## src/rtl/vld_writeback_seq_pkg.sv

```systemverilog
// Shared types and size helpers for the vector-load write-back path.
// Beat counts derive from VLEN and the DMA beat width at elaboration time.
package rvvLitePkg;

    typedef enum logic [1:0] {
        LD_WB_IDLE    = 2'd0,
        LD_WB_COLLECT = 2'd1,
        LD_WB_WRITE   = 2'd2,
        LD_WB_DONE    = 2'd3
    } ld_wb_state_t;

    function automatic int calc_beats(input int vlen, input int data_width);
        return vlen / data_width;
    endfunction

    // A single-beat configuration still needs a one-bit counter.
    function automatic int calc_beat_cnt_w(input int beats);
        return (beats > 1) ? $clog2(beats) : 1;
    endfunction

endpackage

```

## src/rtl/vld_writeback_seq_beat_packer.sv

```systemverilog
// Beat counter plus packing buffer: assembles DMA beats into one VLEN-wide
// register image, beat 0 in the least-significant slice.
module vld_beat_packer
    import rvvLitePkg::*;
#(
    parameter int DATA_WIDTH = 32,
    parameter int VLEN       = 128
) (
    input  logic                  clk,
    input  logic                  rst,
    input  logic                  clr,
    input  logic                  accept,
    input  logic [DATA_WIDTH-1:0] beat_data,
    output logic                  last_beat,
    output logic [VLEN-1:0]       image
);

    localparam int BEATS = calc_beats(VLEN, DATA_WIDTH);
    localparam int CW    = calc_beat_cnt_w(BEATS);

    logic [CW-1:0]   beat_cnt_r;
    logic [VLEN-1:0] buf_r;

    assign last_beat = (beat_cnt_r == CW'(BEATS - 1));
    assign image     = buf_r;

    // Beat counter: advances per accepted beat, wraps after the last slice.
    always_ff @(posedge clk) begin
        if (rst || clr) begin
            beat_cnt_r <= {CW{1'b0}};
        end else if (accept) begin
            beat_cnt_r <= last_beat ? {CW{1'b0}} : beat_cnt_r + CW'(1);
        end
    end

    // Packing buffer: the accepted beat lands in the slice chosen by the counter.
    always_ff @(posedge clk) begin
        if (rst || clr) begin
            buf_r <= {VLEN{1'b0}};
        end else if (accept) begin
            for (int i = 0; i < BEATS; i++) begin
                if (beat_cnt_r == CW'(i)) begin
                    buf_r[i*DATA_WIDTH +: DATA_WIDTH] <= beat_data;
                end
            end
        end
    end

endmodule

```

## src/rtl/vld_writeback_seq.sv

```systemverilog
// Load write-back sequencer: collects DMA beats per destination register and
// issues one VRF write per register, stepping the load-slot address between writes.
module vld_writeback_seq
    import rvvLitePkg::*;
#(
    parameter int DATA_WIDTH = 32,
    parameter int VLEN       = 128,
    parameter int ADDR_WIDTH = 5,
    parameter int NREG_WIDTH = 4
) (
    input  logic                  clk,
    input  logic                  rst,
    input  logic                  start,
    input  logic [NREG_WIDTH-1:0] num_regs,
    output logic                  init,
    output logic                  update_addr,
    input  logic [ADDR_WIDTH-1:0] ld_addr,
    input  logic                  beat_valid,
    output logic                  beat_ready,
    input  logic [DATA_WIDTH-1:0] beat_data,
    output logic                  vrf_we,
    output logic [ADDR_WIDTH-1:0] vrf_waddr,
    output logic [VLEN-1:0]       vrf_wdata,
    output logic                  busy,
    output logic                  done
);

    ld_wb_state_t          state_r;
    logic [NREG_WIDTH-1:0] reg_cnt_r;
    logic                  clr_s;
    logic                  accept_s;
    logic                  last_beat_s;
    logic [VLEN-1:0]       image_s;

    assign clr_s    = (state_r == LD_WB_IDLE) && start;
    assign accept_s = (state_r == LD_WB_COLLECT) && beat_valid;

    vld_beat_packer #(
        .DATA_WIDTH (DATA_WIDTH),
        .VLEN       (VLEN)
    ) u_packer (
        .clk       (clk),
        .rst       (rst),
        .clr       (clr_s),
        .accept    (accept_s),
        .beat_data (beat_data),
        .last_beat (last_beat_s),
        .image     (image_s)
    );

    // Sequencer FSM and remaining-register counter.
    always_ff @(posedge clk) begin
        if (rst) begin
            state_r   <= LD_WB_IDLE;
            reg_cnt_r <= {NREG_WIDTH{1'b0}};
        end else begin
            case (state_r)
                LD_WB_IDLE: begin
                    if (start) begin
                        reg_cnt_r <= num_regs;
                        state_r   <= (num_regs == {NREG_WIDTH{1'b0}}) ? LD_WB_DONE : LD_WB_COLLECT;
                    end
                end
                LD_WB_COLLECT: begin
                    if (accept_s && last_beat_s) begin
                        state_r <= LD_WB_WRITE;
                    end
                end
                LD_WB_WRITE: begin
                    reg_cnt_r <= reg_cnt_r - NREG_WIDTH'(1);
                    state_r   <= (reg_cnt_r == NREG_WIDTH'(1)) ? LD_WB_DONE : LD_WB_COLLECT;
                end
                LD_WB_DONE: begin
                    state_r <= LD_WB_IDLE;
                end
                default: begin
                    state_r <= LD_WB_IDLE;
                end
            endcase
        end
    end

    // init must reach the load-slot in the start cycle, so it is not registered.
    assign init        = clr_s;
    assign beat_ready  = (state_r == LD_WB_COLLECT);
    assign vrf_we      = (state_r == LD_WB_WRITE);
    assign update_addr = (state_r == LD_WB_WRITE);
    assign vrf_waddr   = ld_addr;
    assign vrf_wdata   = image_s;
    assign busy        = (state_r != LD_WB_IDLE);
    assign done        = (state_r == LD_WB_DONE);

endmodule
```

## config.mk

```make
export PLATFORM = sky130hd
export DESIGN_NAME = vld_writeback_seq
export DESIGN_NICKNAME = d
export VERILOG_FILES = /design/src/rtl/vld_writeback_seq_pkg.sv /design/src/rtl/vld_writeback_seq_beat_packer.sv /design/src/rtl/vld_writeback_seq.sv
export SDC_FILE = /design/constraint.sdc
export NUM_CORES = 1
export LEC_CHECK = 0
export BUFFER_PORTS_ARGS = -buffer_cell sky130_fd_sc_hd__buf_2
export CORE_UTILIZATION = 27
export DETAILED_ROUTE_END_ITERATION = 8
export PLACE_DENSITY = 0.47
export SLEW_MARGIN = 20
export SYNTH_ARGS = -nofsm -noshare
export SYNTH_HDL_FRONTEND = slang
export SYNTH_SLANG_ARGS = --single-unit
```

## constraint.sdc

```tcl
create_clock -name clk -period 1.5 [get_ports clk]
set_input_delay 0.075 -clock clk [delete_from_list [all_inputs] [get_ports clk]]
set_output_delay 0.075 -clock clk [all_outputs]
set_load 0.02 [all_outputs]
```

==> results of run 1 <==
## sequential cells by signal, summed over array words and instances (netlist names)
register             cells
reg_cnt_r                4
state_r                  2
u_packer.beat_cnt_r      2
u_packer.image         128
## critical path, cell delays in order (launching register included)
cell and delay, ns:
dfxtp_4 0.35, buf_4 0.15, nor2b_1 0.22, buf_2 0.21
## power breakdown
| part | leakage (nW) | internal [mW] | switching (mW) |
|---|---|---|---|
| Sequential | 1.10 | 3.65 | 0.0291 |
| Combinational | 1.63 | 0.292 | 0.448 |
| Clock | 0.301 | 2.66 | 1.76 |
## area by class of cell
| class | instances | area [um^2] | share of cell area, % |
|---|---|---|---|
| Tap cell | 270 | 338 | 4.37 |
| Multi-Input combinational cell | 441 | 2410 | 31.2 |
| Inverter | 5 | 18.8 | 0.243 |
| Timing Repair Buffer | 242 | 1610 | 20.8 |
| Sequential cell | 136 | 2730 | 35.4 |
| Clock buffer | 17 | 425 | 5.50 |
| Clock inverter | 15 | 193 | 2.49 |
## worst max path at each step
| stage | from | end | slack (ns) |
|---|---|---|---|
| floorplan | state_r[0]$_SDFFE_PP0P_ | u_packer.image[0]$_SDFFE_PP0P_ | 0.05 |
| global placement | u_packer.beat_cnt_r[0]$_SDFFE_PP0P_ | u_packer.image[23]$_SDFFE_PP0P_ | 0.04 |
| detailed placement | u_packer.beat_cnt_r[0]$_SDFFE_PP0P_ | u_packer.image[24]$_SDFFE_PP0P_ | -0.000005 |
| CTS | u_packer.beat_cnt_r[0]$_SDFFE_PP0P_ | u_packer.image[19]$_SDFFE_PP0P_ | -0.02 |
| global route | state_r[1]$_SDFFE_PP0P_ | beat_ready | -0.0006 |
| finish | state_r[1]$_SDFFE_PP0P_ | beat_ready | 0.07 |
## placed cells by master, fill, tap and decap left out, types with 4 or more instances in the layout
master         netlist  routed
nand2_1            260     260
buf_2               26     171
dfxtp_1            136     132
a21oi_2            100     100
dlygate4sd3_1        0      35
a21oi_1             34      34
buf_4                6      24
clkbuf_16            0      17
buf_12              11      10
ha_1                 6       6
inv_1                5       5
clkinv_4             0       5
and4b_1              4       4
nand4b_1             4       4
inv_6                0       4
## logic make-up after synthesis
kind of cell / synth area share [%]
buf+inv: 8.31
flops: 48.7
mux: 0.179
compound gates: 20.2
fa+ha+maj: 1.34
simple gates: 21.3
## timing repair
action / 4_1_cts / 5_1_grt
endpoints found under the hold margin: 135 / 0
setup endpoints to repair: 16 / 57
setup buffers: 0 / 3
resized for setup: 6 / 7
hold buffers: 35 / 0
## metal layers
| metal | GRT usage [%] | share of wire, % | vias up |
|---|---|---|---|
| met4 | 4.79 | 0.71 | 0 |
| met5 | 0 | 0 | - |
| met2 | 25.7 | 47 | 102 |
| met3 | 3.89 | 3.9 | 6 |
| li1 | - | - | 2490 |
| met1 | 21.8 | 49 | 2288 |
==> impl_metrics.toml, run 1 <==
[outcome]
run_status = "finished clean"

[drt]
drc = 0
wl_um = 16800
vias = 4886
drtPass1Iterations = 4
antenna_violating_nets_remaining = 0
avgViaCountPerCell = 4.34
route.detailed.wl_per_inst_um = 14.9
dr.first_iter.drc_count = 194

[worst_setup_path]
cp_max_fo = 10
worstPathArrival_ns = 1.35
timing.reg2reg.setup_slack_ns = 0.10
timing.rr.end = "u_packer.image[17]$_SDFFE_PP0P_"
critical_path.reg2reg.startpoint = "u_packer.beat_cnt_r[0]$_SDFFE_PP0P_"
cp.required_ns = 1.42
start_kind = "register"
timing.reg2reg.worst_path_depth = 7
setup.worst_path.end_class = "output port"
timing.setup.critical_path_class = "register to output port"

[timing]
timing.fmax_ghz = 0.699
finalWorstPathRequiredPeriod_ns = 1.43
postLayoutSetupSlackWorst_ns = 0.0701
finalClockSkew_ns = 0.0132
timing.final.hold_violations = 0
final_max_slew_viol_count = 0
slew_worst_pin_ns = 0.346
hold_ws_ns = 0.0603
period_utilisation_layout_pct = 95.3
setup_total_negative_slack_ns = 0
setup-violations-final = 0
slew-limit-headroom_pct = 76.9

[clocking]
clock_latency_ns = 0.42
clock_net_sink_count = 136
cts_inserted_buffers = 17
cts.clk_slew.worst_paths_ns = 0.06
clk_path_buf_depth = 2
cts.root.buffer_cell = "clkbuf_16"
htree_num_levels = 4
cts_tree = "done"

[floorplan]
die_width_um = 146
coreArea_mm2 = 0.0202
rows = 52
floorplan.die_area_mm2 = 0.0213
initial_utilization_pct = 27.6
floorplan.io_pins = 184
die_height_um = 146

[placement]
gp_routability_congestion = 0.760
detailedPlace.worstSlack_ns = -0.00000522
dp_hpwl_um = 11400
dpl-instance-area_mm2 = 0.00671
placed_cells = 1056
io_buffers = 173

[synthesis]
mappedNetlistNets = 687
synth-edff-count = 0
synthDominantAreaCellType = "dfxtp_1"
synth.most_common_cell = "nand2_1"
seq_area_frac_synth_pct = 48.7
synth_common_cells = "nand2_1, dfxtp_1, a21oi_2"
synth_area_leaders = "dfxtp_1, nand2_1, a21oi_2"
postSynthCellCount = 636
syn-cell-area_mm2 = 0.00559
yosys_warnings = 0
avgSynthCellArea_um2 = 8.79
yosys.cell_types.count = 37
ys_seq_elements = 136
ys_dominant_reg_cell = "dfxtp_1"
yosys.area.top_type_share_pct = 48.7
synth_async_sr_flop_share_pct = 0

[global_routing]
largest_net_degree_at_the_start_of_global_routing = 35
antenna_found_initial = 0
track_usage_pct = 16.2
grt_first_pass_wirelength_um = 26800
first_global_vias = 4724
globalRouteOverflowTotal = 0

[finish]
finalNetCount = 894
fin_cells = 1126
drive_gt1_share_pct = 40.7
postLayoutCellArea_mm2 = 0.00773
fillCellCount = 2104
final_core_util_pct = 38.2
syn_to_final_growth_pct = 38.3
antenna_cells = 0

[pwr]
power.total_mw = 8.84
leak_pwr_nw = 3.03
pwrdens_mw_per_mm2 = 1140
vdd_drop_max_mv = 0.672

[worst_hold_path]
timing.hold.worst_path_depth = 4
holdPathEnd = "state_r[1]$_SDFFE_PP0P_"
class_of_the_tightest_hold_or_removal_check = "input port to register"
worst_hold_startpoint = "num_regs[0]"

[job]
drv.max_cap_violation_count = 0
Note: power is estimated with default switching activity, not from simulation.
==> inputs of run 2 (changes only) <==
PLACE_DENSITY = not set   (was 0.47)
PLACE_DENSITY_LB_ADDON = 0.08   (was not set)
REMOVE_ABC_BUFFERS = 1   (was not set)
==> run 2 against run 1 <==
Effect of this change: via count is 2.3% higher; clock power is 3% lower; maximum frequency is 1.4% lower; largest power group unchanged.
==> impl_metrics.toml, run 2 (synthesis gave the netlist of run 1 again) <==
[clocking]
cts_inserted_buffers = 17
clock_net_sink_count = 136
cts_tree = "done"
cts.clk_slew.worst_paths_ns = 0.06
htree_num_levels = 4
clk_path_buf_depth = 2
cts.root.buffer_cell = "clkbuf_16"
clock_latency_ns = 0.42

[global_routing]
globalRouteOverflowTotal = 0
largest_net_degree_at_the_start_of_global_routing = 30
antenna_found_initial = 0
track_usage_pct = 16.8
grt_first_pass_wirelength_um = 27600
first_global_vias = 4941

[outcome]
run_status = "finished clean"

[finish]
area_taken_by_multi_input_logic_gates_mm2 = 0.00243
fillCellCount = 2101
most_common_cell_after_layout_fill_and_taps_aside = "nand2_1"
antenna_cells = 0
drive_gt1_share_pct = 40.7
final_cell_mix = "nand2_1, buf_2, dfxtp_1, a21oi_2"
largest_register_ff_count = 128
finalNetCount = 886
postLayoutCellArea_mm2 = 0.00773
final-seq-area_mm2 = 0.00273
syn_to_final_growth_pct = 38.3

[worst_hold_path]
worst_hold_startpoint = "beat_valid"
timing.hold.worst_path_depth = 3
class_of_the_tightest_hold_or_removal_check = "input port to register"

[job]
drv.max_cap_violation_count = 0

[drt]
wl_um = 17500
drc = 0
route.detailed.wl_per_inst_um = 15.6
drtPass1Iterations = 4
avgViaCountPerCell = 4.47
antenna_violating_nets_remaining = 0
vias = 4997
dr.first_iter.drc_count = 174

[timing]
timing.fmax_ghz = 0.690
period_utilisation_layout_pct = 96.6
final_max_slew_viol_count = 0
finalClockSkew_ns = 0.00787
timing.final.hold_violations = 0
slew-limit-headroom_pct = 76.4
rsz0062_at_grt = "no"
slew_worst_pin_ns = 0.354
finalWorstPathRequiredPeriod_ns = 1.45
setup-violations-final = 0

[pwr]
pwrdens_mw_per_mm2 = 1130
comb_power_share_pct = 8.4
p_int_mw = 6.57
switching_share_pct = 24.7
leak_pwr_nw = 3.01
vdd_drop_max_mv = 0.699
switching_power_total_mw = 2.15
p_seq_share_pct = 42.3
power.total_mw = 8.73
clkPwrFrac_pct = 49.2

[floorplan]
die_height_um = 146
floorplan.io_pins = 184
rows = 52
floorplan.die_area_mm2 = 0.0213
coreArea_mm2 = 0.0202
die_width_um = 146
initial_utilization_pct = 27.6

[placement]
dpl-instance-area_mm2 = 0.00672
gp_routability_congestion = 0.733
dp_hpwl_um = 11700
io_buffers = 173

[worst_setup_path]
timing.critical_path.cells = "buf_8 -> or2_2 -> buf_2"
setup.worst_path.end_class = "output port"
critical_path.reg2reg.startpoint = "u_packer.beat_cnt_r[1]$_SDFFE_PP0P_"
slowest_delay_ns = 0.35
worstPathArrival_ns = 1.37
start_kind = "register"
worst_setup_path_startpoint = "state_r[1]$_SDFFE_PP0P_"
cp.required_ns = 1.42
cp_max_fo = 12
timing.setup.critical_path_class = "register to output port"
timing.critical_path.slowest_stage_cell = "dfxtp_4"
timing.reg2reg.worst_path_depth = 6
timing.reg2reg.setup_slack_ns = 0.12
==> run 2: repair_timing <==
item / in CTS / in global routing
hold buffers: 34 / 0
endpoints found under the setup margin: 5 / 73
setup buffers: 1 / 0
endpoints found under the hold margin: 134 / 0
gates resized for setup: 9 / 9
==> run 2: worst paths after layout <==
check / endpoint
max: busy
min: u_packer.beat_cnt_r[1]$_SDFFE_PP0P_
max reg2reg: u_packer.image[8]$_SDFFE_PP0P_
min reg2reg: u_packer.image[81]$_SDFFE_PP0P_
==> run 2: routing by layer <==
layer / routed length (um) / GRT usage, %
met1: 8240 / 21.4
met2: 8020 / 26.9
met3: 1010 / 5.14
met4: 216 / 5.37
met5: 0 / 0
==> run 2: layout make-up <==
cell class / count / share of cell area [%]
flip-flops and latches: 136 / 35.4
well taps: 270 / 4.37
inverters: 5 / 0.243
repair buffers: 234 / 20.8
clock inverters: 15 / 2.27
clock buffers: 17 / 5.51
multi-input cells: 441 / 31.4
==> run 2: critical path, delay by kind of cell, from the launching register on <==
family	cells	cell delay, ns
buf+inv	2	0.30
flops	1	0.35
simple gates	1	0.30
==> run 2: per-stage QoR <==
step	setup slack, ns	utilization [%]	cells	setup TNS [ns]	hold slack, ns
detailed placement	0.0524	33.2	1051	0	0.150
CTS	-0.00652	38.0	1118	-0.0128	0.00487
floorplan	-3.27	-	582	-406.57	0.144
global placement	0.0823	33.2	1051	0	0.150
finish	0.0503	38.2	1118	0	0.0332
global route	0.00584	38.2	1118	0	0.0230
==> run 2: power groups by stage <==
stage	registers (mW)	logic, mW	clock network (mW)
final	3.69	0.737	4.30
after global placement	3.77	0.651	0
after global routing	3.70	0.799	4.57
after CTS	3.69	0.738	4.42
after detailed placement	3.77	0.658	0
after floorplan	3.81	0.282	0
